[config.mk]
export PLATFORM = sky130hd
export DESIGN_NAME = note_tone_player
export DESIGN_NICKNAME = d
export VERILOG_FILES = /design/src/rtl/note_tone_player.sv
export SDC_FILE = /design/constraint.sdc
export NUM_CORES = 1
export LEC_CHECK = 0
export CAP_MARGIN = 20
export CORE_MARGIN = 2
export CORE_UTILIZATION = 53
export CTS_BUF_LIST = sky130_fd_sc_hd__clkbuf_16
export DETAILED_ROUTE_END_ITERATION = 10
export MAX_ROUTING_LAYER = met4
export PLACE_DENSITY = 0.74
export SYNTH_ARGS = -nofsm -noshare
export SYNTH_HDL_FRONTEND = slang
export SYNTH_SLANG_ARGS = --single-unit
[constraint.sdc]
create_clock -name Clk_in -period 4.75 [get_ports Clk_in]
set_input_delay 0.475 -clock Clk_in [delete_from_list [all_inputs] [get_ports Clk_in]]
set_output_delay 0.475 -clock Clk_in [all_outputs]
set_load 0.01 [all_outputs]
[src/rtl/note_tone_player.sv]
// -----------------------------------------------------------------------------
// note_tone_player
//   Plays the notes a melody sequencer hands over. Each note is a tone
//   half-period (Freq_in) and a duration (Temp_in), both in Clk_in cycles.
//   The block latches a note, drives a square wave for its duration, and
//   drops Duracao for exactly one cycle to ask the sequencer for the next one.
//
// Ports
//   Clk_in      system clock
//   Reset_n     asynchronous active-low reset
//   Play_in     play request (level)
//   Stop_in     stop request (level), wins over Play_in
//   Disparo_in  sequencer output-valid; Freq_in/Temp_in sampled only when 1
//   Freq_in     tone half-period in cycles, 0 = rest
//   Temp_in     note duration in cycles, 0 behaves as 1
//   Duracao     1 = note in progress / hold, 0 = advance sequencer
//   Tone_out    square-wave audio output
//   Nota_fim    one-cycle pulse in the last cycle of each note
//   Playing     1 while the player is busy with a melody (GAP/LATCH/PLAY)
// -----------------------------------------------------------------------------
module note_tone_player #(
   parameter int   W         = 28,
   parameter logic TONE_IDLE = 1'b0
) (
   input  logic         Clk_in,
   input  logic         Reset_n,
   input  logic         Play_in,
   input  logic         Stop_in,
   input  logic         Disparo_in,
   input  logic [W-1:0] Freq_in,
   input  logic [W-1:0] Temp_in,
   output logic         Duracao,
   output logic         Tone_out,
   output logic         Nota_fim,
   output logic         Playing
);

   typedef enum logic [1:0] {
      S_IDLE,
      S_GAP,
      S_LATCH,
      S_PLAY
   } state_t;

   state_t       state;
   state_t       state_nx;

   logic [W-1:0] freq_q;
   logic [W-1:0] temp_q;
   logic [W-1:0] dur_cnt;
   logic [W-1:0] half_cnt;
   logic [W-1:0] dur_last;
   logic [W-1:0] half_last;
   logic         tone_q;
   logic         note_end;
   logic         half_wrap;

   // A zero duration is a one-cycle note, so its last count is 0 as well.
   assign dur_last  = (temp_q == '0) ? '0 : temp_q - W'(1);
   assign half_last = freq_q - W'(1);

   assign note_end  = (state == S_PLAY) && (dur_cnt == dur_last);
   // Only meaningful for a sounding note; a rest never wraps.
   assign half_wrap = (freq_q != '0) && (half_cnt == half_last);

   // ---------------------------------------------------------------- FSM
   // NOTE: state_nx gets a default before any branch so every path assigns
   //       it and no latch is inferred.
   always_comb begin
      state_nx = state;
      if (Stop_in) begin
         state_nx = S_IDLE;
      end else begin
         case (state)
            S_IDLE:  if (Play_in)    state_nx = S_GAP;
            S_GAP:                   state_nx = S_LATCH;
            S_LATCH: if (Disparo_in) state_nx = S_PLAY;
            S_PLAY:  if (note_end)   state_nx = Play_in ? S_GAP : S_IDLE;
            default:                 state_nx = S_IDLE;
         endcase
      end
   end

   // NOTE: sequential state uses non-blocking assignments so every register
   //       samples the pre-edge values, independent of statement order.
   always_ff @(posedge Clk_in or negedge Reset_n) begin
      if (!Reset_n) state <= S_IDLE;
      else          state <= state_nx;
   end

   // ----------------------------------------------------------- datapath
   always_ff @(posedge Clk_in or negedge Reset_n) begin
      if (!Reset_n) begin
         freq_q   <= '0;
         temp_q   <= '0;
         dur_cnt  <= '0;
         half_cnt <= '0;
         tone_q   <= TONE_IDLE;
      end else if (Stop_in) begin
         dur_cnt  <= '0;
         half_cnt <= '0;
         tone_q   <= TONE_IDLE;
      end else begin
         case (state)
            S_LATCH: begin
               if (Disparo_in) begin
                  freq_q <= Freq_in;
                  temp_q <= Temp_in;
               end
               dur_cnt  <= '0;
               half_cnt <= '0;
               tone_q   <= TONE_IDLE;
            end
            S_PLAY: begin
               if (note_end) begin
                  // Leaving PLAY: silence the output and park the counters.
                  dur_cnt  <= '0;
                  half_cnt <= '0;
                  tone_q   <= TONE_IDLE;
               end else begin
                  dur_cnt <= dur_cnt + W'(1);
                  if (freq_q == '0) begin
                     half_cnt <= '0;
                     tone_q   <= TONE_IDLE;
                  end else if (half_wrap) begin
                     half_cnt <= '0;
                     tone_q   <= ~tone_q;
                  end else begin
                     half_cnt <= half_cnt + W'(1);
                  end
               end
            end
            default: begin
               dur_cnt  <= '0;
               half_cnt <= '0;
               tone_q   <= TONE_IDLE;
            end
         endcase
      end
   end

   // ------------------------------------------------------------ outputs
   // All outputs decode registered state only, so they are glitch-free
   // with respect to the level inputs.
   assign Duracao  = (state != S_GAP);
   assign Playing  = (state != S_IDLE);
   assign Nota_fim = note_end;
   assign Tone_out = tone_q;

endmodule

==> flow_metrics.py, run 1 <==
metrics = {
    "global_route": {
        "grt_pass1_vias": 6304,
        "grt_usage": 0.2828,
        "grt_overflow": 0,
        "antenna_found_initial": 0,
        "grt_max_degree": 74,
        "grt_pass1_wl_um": 31320,
    },
    "placed_design": {
        "place_congestion": 0.9127,
        "dp_hpwl_um": 13700,
        "dp_cells": 969,
        "io_buffers": 64,
    },
    "setup_path": {
        "critPathBufInv": 2,
        "required_ns": 4.28,
        "arrival_ns": 4.03,
        "cp-start-kind": "register",
        "slowest_stage": "or3b_2",
        "slowest_delay_ns": 0.60,
        "crit_start": "temp_q[0]",
        "crit_family": "simple AND/OR/NAND/NOR gates",
        "path_class": "reg2out",
        "r2r_start": "temp_q[0]",
        "worstSetupEndpointType": "output port",
        "worstPathMaxFanout": 8,
        "cp_cell_sequence": "inv_1 > ha_1 > or3b_2 > nor4_4 > xnor2_1 > a221oi_2 > nand3_1 > or4_1 > nor4_2 > clkdlybuf4s50_1",
    },
    "sta": {
        "worst_slew_pin_slew_ns": 0.9914,
        "skew_ns": 0.01015,
        "period_minus_slack_ns": 4.502,
        "rsz0062_at_grt": "no",
        "setup_viol": 0,
        "fin_tns_setup_ns": 0,
        "slew_viol_final": 0,
        "fin_crit_sh": 0.9478,
        "hold_violations": 0,
        "relSlewSlack": 0.3330,
        "fmax_mhz": 222.1,
    },
    "worst_hold_path": {
        "hold_class": "in2async",
    },
    "logic_synthesis": {
        "synth_area_leaders": "dfrtp_1 (40%), mux2_2 (9.1%), xnor2_1 (7.0%)",
        "ys_ff_latch": 115,
        "yosysUniqueCellTypes": 62,
        "syn-instance-count": 752,
        "async_reset_ff_frac": 1.000,
        "synth-seq-area-share": 0.4014,
        "ys_top_cells_by_count": "dfrtp_1 (115), nor2_1 (88), mux2_2 (58)",
        "synth_edf_count": 0,
        "yosysMostFrequentCell": "dfrtp_1",
        "syn_area_um2": 7169,
        "avgSynthCellArea_um2": 9.534,
        "yosys.area.top_type": "dfrtp_1",
        "yosysTopAreaCellShare": 0.4014,
        "ys_warn_count": 0,
        "syn-num-nets": 823,
        "synthFlopType": "dfrtp_1",
    },
    "clocking": {
        "postCtsHoldBufs": 0,
        "clockRootBuffer": "clkbuf_16",
        "cts_buffer_depth": 2,
        "numClockSinks": 115,
        "cts_buffers": 17,
        "insertion_delay_ns": 0.42,
        "cts_tree": "built",
        "htree_num_levels": 4,
        "clk_pin_slew_worst_paths_ns": 0.05,
    },
    "detailed_routing": {
        "drt_iter0_drc": 452,
        "vias_per_cell": 6.111,
        "drc": 0,
        "routed_wl_um": 18630,
        "wl_per_cell_um": 18.61,
        "first_pass_iters": 4,
        "ant_nets": 0,
        "vias": 6117,
    },
    "layout": {
        "fin_nets": 883,
        "area_delta_synth_final_pct": 19.76,
        "postLayoutCoreUtil": 0.6483,
        "insertedDiodeCount": 0,
        "fin_cells": 1001,
        "layout-drive-gt1-share": 0.1430,
    },
    "flow_run": {
        "cap_violations": 0,
    },
    "power": {
        "leakagePower_nw": 3.399,
        "ir_drop_mv": 0.3743,
        "total_power_mw": 4.437,
        "powerDensity_nw_per_um2": 516.7,
    },
    "floorplan": {
        "ios": 65,
        "dieHeight_um": 120.3,
        "start_util": 0.5414,
        "die_area_um2": 14470,
        "dieWidth_um": 120.3,
        "rows": 42,
        "core_um2": 13240,
    },
    "outcome": {
        "status": "completed",
    },
}
==> worst paths after layout <==
kind / to / slack (ns) / cells past startpoint
max in group asynchronous: temp_q[27] / 3.43 / 2
setup / recovery: Nota_fim / 0.25 / 10
hold / removal: dur_cnt[25] / 0.20 / 1
min in group Clk_in: freq_q[23] / 0.56 / 1
setup reg to reg: half_cnt[5] / 0.60 / 11
hold reg to reg: freq_q[23] / 0.56 / 1
==> area by class of cell <==
cell class / instances / area, µm²
Clock inverter: 15 / 178.9
Fill cell: 1130 / 4657
Multi-Input combinational cell: 584 / 4110
Clock buffer: 17 / 425.4
Inverter: 24 / 90.09
Sequential cell: 115 / 2878
Tap cell: 176 / 220.2
Timing Repair Buffer: 70 / 683.2
==> per-stage QoR <==
stage | setup slack, ns | hold WS, ns | cell area (µm²)
final | 0.2479 | 0.2027 | 8586
after global routing | 0.01895 | 0.2757 | 8586
after CTS | 0.08584 | 0.2423 | 8566
after detailed placement | 0.4194 | 0.5483 | 7958
after global placement | 0.5037 | 0.5185 | 7958
after floorplan | 1.217 | 0.1794 | 7169
==> power by group <==
part           switching, mW  internal, mW  total (mW)  leakage [nW]
logic                  0.790         0.737        1.53          1.60
clock network          0.492         0.827        1.32         0.276
registers              0.383          1.21        1.59          1.52
==> flip-flops by register name (all words and copies together), names as in the netlist <==
| signal | flops |
|---|---|
| half_cnt | 28 |
| Tone_out | 1 |
| temp_q | 28 |
| dur_cnt | 28 |
| freq_q | 28 |
| state | 2 |
==> cell families (layout without fill, tap and decap cells) <==
family / count (synthesis) / after routing / synth area share
AO/OA/AOI/OAI: 84 / 84 / 0.08377
XOR/XNOR: 105 / 105 / 0.1283
adder cells (fa/ha/maj): 10 / 10 / 0.01745
buffers and inverters: 53 / 126 / 0.02932
flip-flops: 115 / 115 / 0.4014
multiplexers: 64 / 64 / 0.09948
AND/OR/NAND/NOR: 321 / 321 / 0.2403
==> cell usage in the layout, fill, tap and decap left out, types with 7 or more instances in the layout <==
cell type        Yosys  routed
dfrtp_1            115     115
nor2_1              88      88
clkdlybuf4s50_1      0      63
mux2_2              58      58
xnor2_1             57      57
nand2_1             51      51
xor2_1              48      48
nand3_1             31      30
nor4_1              32      29
inv_1               24      24
nor3_1              23      23
and3_1              21      21
clkbuf_16            0      17
o21ai_0             15      15
or4_1               13      12
a21oi_1             12      12
nand4_1             10      10
ha_1                10      10
or3_1                8       8
and4_1               7       7
buf_4                0       7
==> per-layer routing <==
layer,up-vias,global-route usage,share of wire
li1,2839,-,-
met1,3052,0.3251,0.40
met2,175,0.4822,0.52
met3,51,0.05896,0.049
met4,0,0.1192,0.035
met5,-,-,0
==> timing repair <==
action                                 4_1_cts  5_1_grt
endpoints found under the hold margin        0        0
setup endpoints to repair                    1        1
setup buffers                                0        0
resized for setup                            1        4
(Power assumes the default switching activity.)
==> run 2: changes to the inputs <==
Settings changed: SLEW_MARGIN set to 0.
==> results of run 2 <==
The final DEF is identical to that of run 1; final timing and power are the same.
==> edit, RTL diff (settings of run 1) <==
Register the outputs `Duracao`, `Nota_fim` and `Playing`, with the module's reset; this adds one clock of latency there. The other outputs are not delayed to match. Comments in the files are not updated.
--- a/src/rtl/note_tone_player.sv
+++ b/src/rtl/note_tone_player.sv
@@ -143,7 +143,15 @@
    // All outputs decode registered state only, so they are glitch-free
    // with respect to the level inputs.
-   assign Duracao  = (state != S_GAP);
-   assign Playing  = (state != S_IDLE);
-   assign Nota_fim = note_end;
+   always_ff @(posedge Clk_in or negedge Reset_n) begin
+      if (!Reset_n) begin
+         Duracao  <= '0;
+         Nota_fim <= '0;
+         Playing  <= '0;
+      end else begin
+         Duracao  <= (state != S_GAP);
+         Nota_fim <= note_end;
+         Playing  <= (state != S_IDLE);
+      end
+   end
    assign Tone_out = tone_q;
 
Check against the original RTL: not equivalent (a bounded check fails within 4 cycles, from zero or initial values and one cycle with Reset_n low).
==> edit against run 1 <==
- routed wire length is 1.4% higher
- critical path type is now reg2reg
- area after synthesis is 2.4% higher
- worst hold slack better by 290 ps
- count of clock-buffer cells in the layout stayed put
- total power is 1.6% higher
- largest power group unchanged
- sequential cell count is 3 higher
- global-route usage is 0.27 points higher
- setup slack better by 400 ps
- cell count is 0.70% higher
- design area is 2.0% higher
==> edit: results (changes against run 1) <==
Status: completed (unchanged)
Arrival time of data at the critical path endpoint: 4400 ps (was 4030 ps)
Share of synthesized registers carrying an async set or reset: 100% (unchanged)
Fraction of layout cells with a size suffix above 1: 13.2% (was 14.3%)
VDD IR-drop max: 285 uV (was 374 uV)
List of most frequent post-synthesis cells: dfrtp_1, xnor2_1, nor2_1 (was dfrtp_1, nor2_1, mux2_2)
Slack of the worst reg-to-reg path: 650 ps (was 600 ps)
Filler Cells Inserted: 1134 (was 1130)
Number of DRC markers in iteration 0: 550 (was 452)
Pin count of the biggest net entering global routing: 86 (was 74)
Synth top area cells: dfrtp_1, mux2_2, xnor2_1 (unchanged)
Max Root-Sink Buffers: 2 (unchanged)
Count of instances resized after the clock tree is built: 0 (was 1)
Drt total wl: 18.9 mm (was 18.6 mm)
Final nets: 887 (was 883)
Leakage component of the power: 3.40 nW (about the same)
Via count: 6182 (was 6117)
CTS clk-pin slew, worst paths: 50 ps (about the same)
First-pass GRT wire length: 31.9 mm (was 31.3 mm)
Antenna violations before repair: 0 (unchanged)
Actual slew at the worst max-slew pin: 739 ps (was 991 ps)
Placed instance count: 975 (was 969)
Instance area at placement: 8150 um^2 (was 7960 um^2)
Maximum fanout along the worst path: 57 (was 8)
Clock tree skew after final layout: 7.34 ps (was 10.1 ps)
Cell type of the slowest stage on the worst timing path: or4_4 (was or3b_2)
Number of nets produced by synthesis: 828 (was 823)
Share of the yosys chip area belonging to registers: 40.2% (was 40.1%)
FF-to-FF End: state[0] (was half_cnt[5])
Number of cells traversed by the worst register-to-register path: 12 (was 11)
Number of instances in the synthesized netlist: 757 (was 752)
Root buf cell: clkbuf_16 (unchanged)
Overall fraction of global-route tracks in use: 28.6% (was 28.3%)
Gpl congestion: 0.981 (was 0.913)
Half-perimeter wire length of the detailed placement result: 13.7 mm (about the same)
-- edit: cell count changes after synthesis, moves of 6 or more --
| cell | before | now |
|---|---|---|
| nor2_1 | 88 | 64 |
| nand2_1 | 51 | 34 |
| nor4_1 | 32 | 49 |
| xnor2_1 | 57 | 69 |
| nand2b_1 | 0 | 11 |
| nand3_1 | 31 | 41 |
| nand4_1 | 10 | 19 |
| and3_1 | 21 | 15 |
| or3_1 | 8 | 14 |
-- edit: cell families after synthesis --
kind of cell             share of synthesized area (%)
multiplexers                                      8.86
adder cells (fa/ha/maj)                           1.70
AND/OR/NAND/NOR                                   24.8
buffers and inverters                             3.22
flip-flops                                        40.2
AO/OA/AOI/OAI                                     7.31
XOR/XNOR                                          14.0
-- edit: worst max-delay path: cells and delay by family, from the launching register on --
kind                     cells  cell delay (ps)
AND/OR/NAND/NOR              5             2050
AO/OA/AOI/OAI                4              870
flip-flops                   1              480
buffers and inverters        2              380
adder cells (fa/ha/maj)      1              210
-- edit: worst max-delay path by stage --
stage	from	endpoint	slack [ps]
5_1_grt	temp_q[0]	half_cnt[22]	440
4_1_cts	temp_q[0]	half_cnt[8]	720
2_1_floorplan	temp_q[0]	state[0]	1100
3_3_place_gp	temp_q[0]	state[0]	850
6_report	temp_q[0]	state[0]	650
3_5_place_dp	temp_q[0]	state[0]	730
-- edit: area by class of cell --
type / count / area share [%]
tap: 180 / 2.57
inverter: 21 / 0.900
multi-input combinational: 583 / 47.7
clock buffer: 17 / 4.86
timing repair buffer: 75 / 8.63
sequential: 118 / 33.7
clock inverter: 14 / 1.63
-- edit: metrics by stage --
| stage | util, % | worst slack [ps] | hold slack (ps) |
|---|---|---|---|
| final | 63.8 | 646 | 488 |
| after detailed placement | 59.4 | 727 | 558 |
| after global placement | 59.4 | 850 | 538 |
| after floorplan | - | 1100 | 179 |
| after global routing | 63.8 | 444 | 495 |
| after CTS | 63.5 | 719 | 298 |
-- edit: metal layers --
metal | wire [um] | track usage (%) | up-vias
met4 | 376 | 9.41 | 0
met1 | 8450 | 39.2 | 3040
li1 | - | - | 2873
met3 | 1400 | 6.18 | 35
met5 | 0 | - | -
met2 | 8660 | 42.3 | 234
-- edit: where the power goes --
group          total [mW]  internal (mW)  switching [mW]  leakage (nW)
registers            1.68           1.25           0.429          1.56
logic                1.58          0.785           0.791          1.56
clock network        1.25          0.805           0.444         0.279
-- edit: timing repair --
| action | CTS | global route |
|---|---|---|
| setup endpoints to repair | 0 | 0 |
| hold buffers | 0 | 1 |
| endpoints found under the hold margin | 0 | 17 |
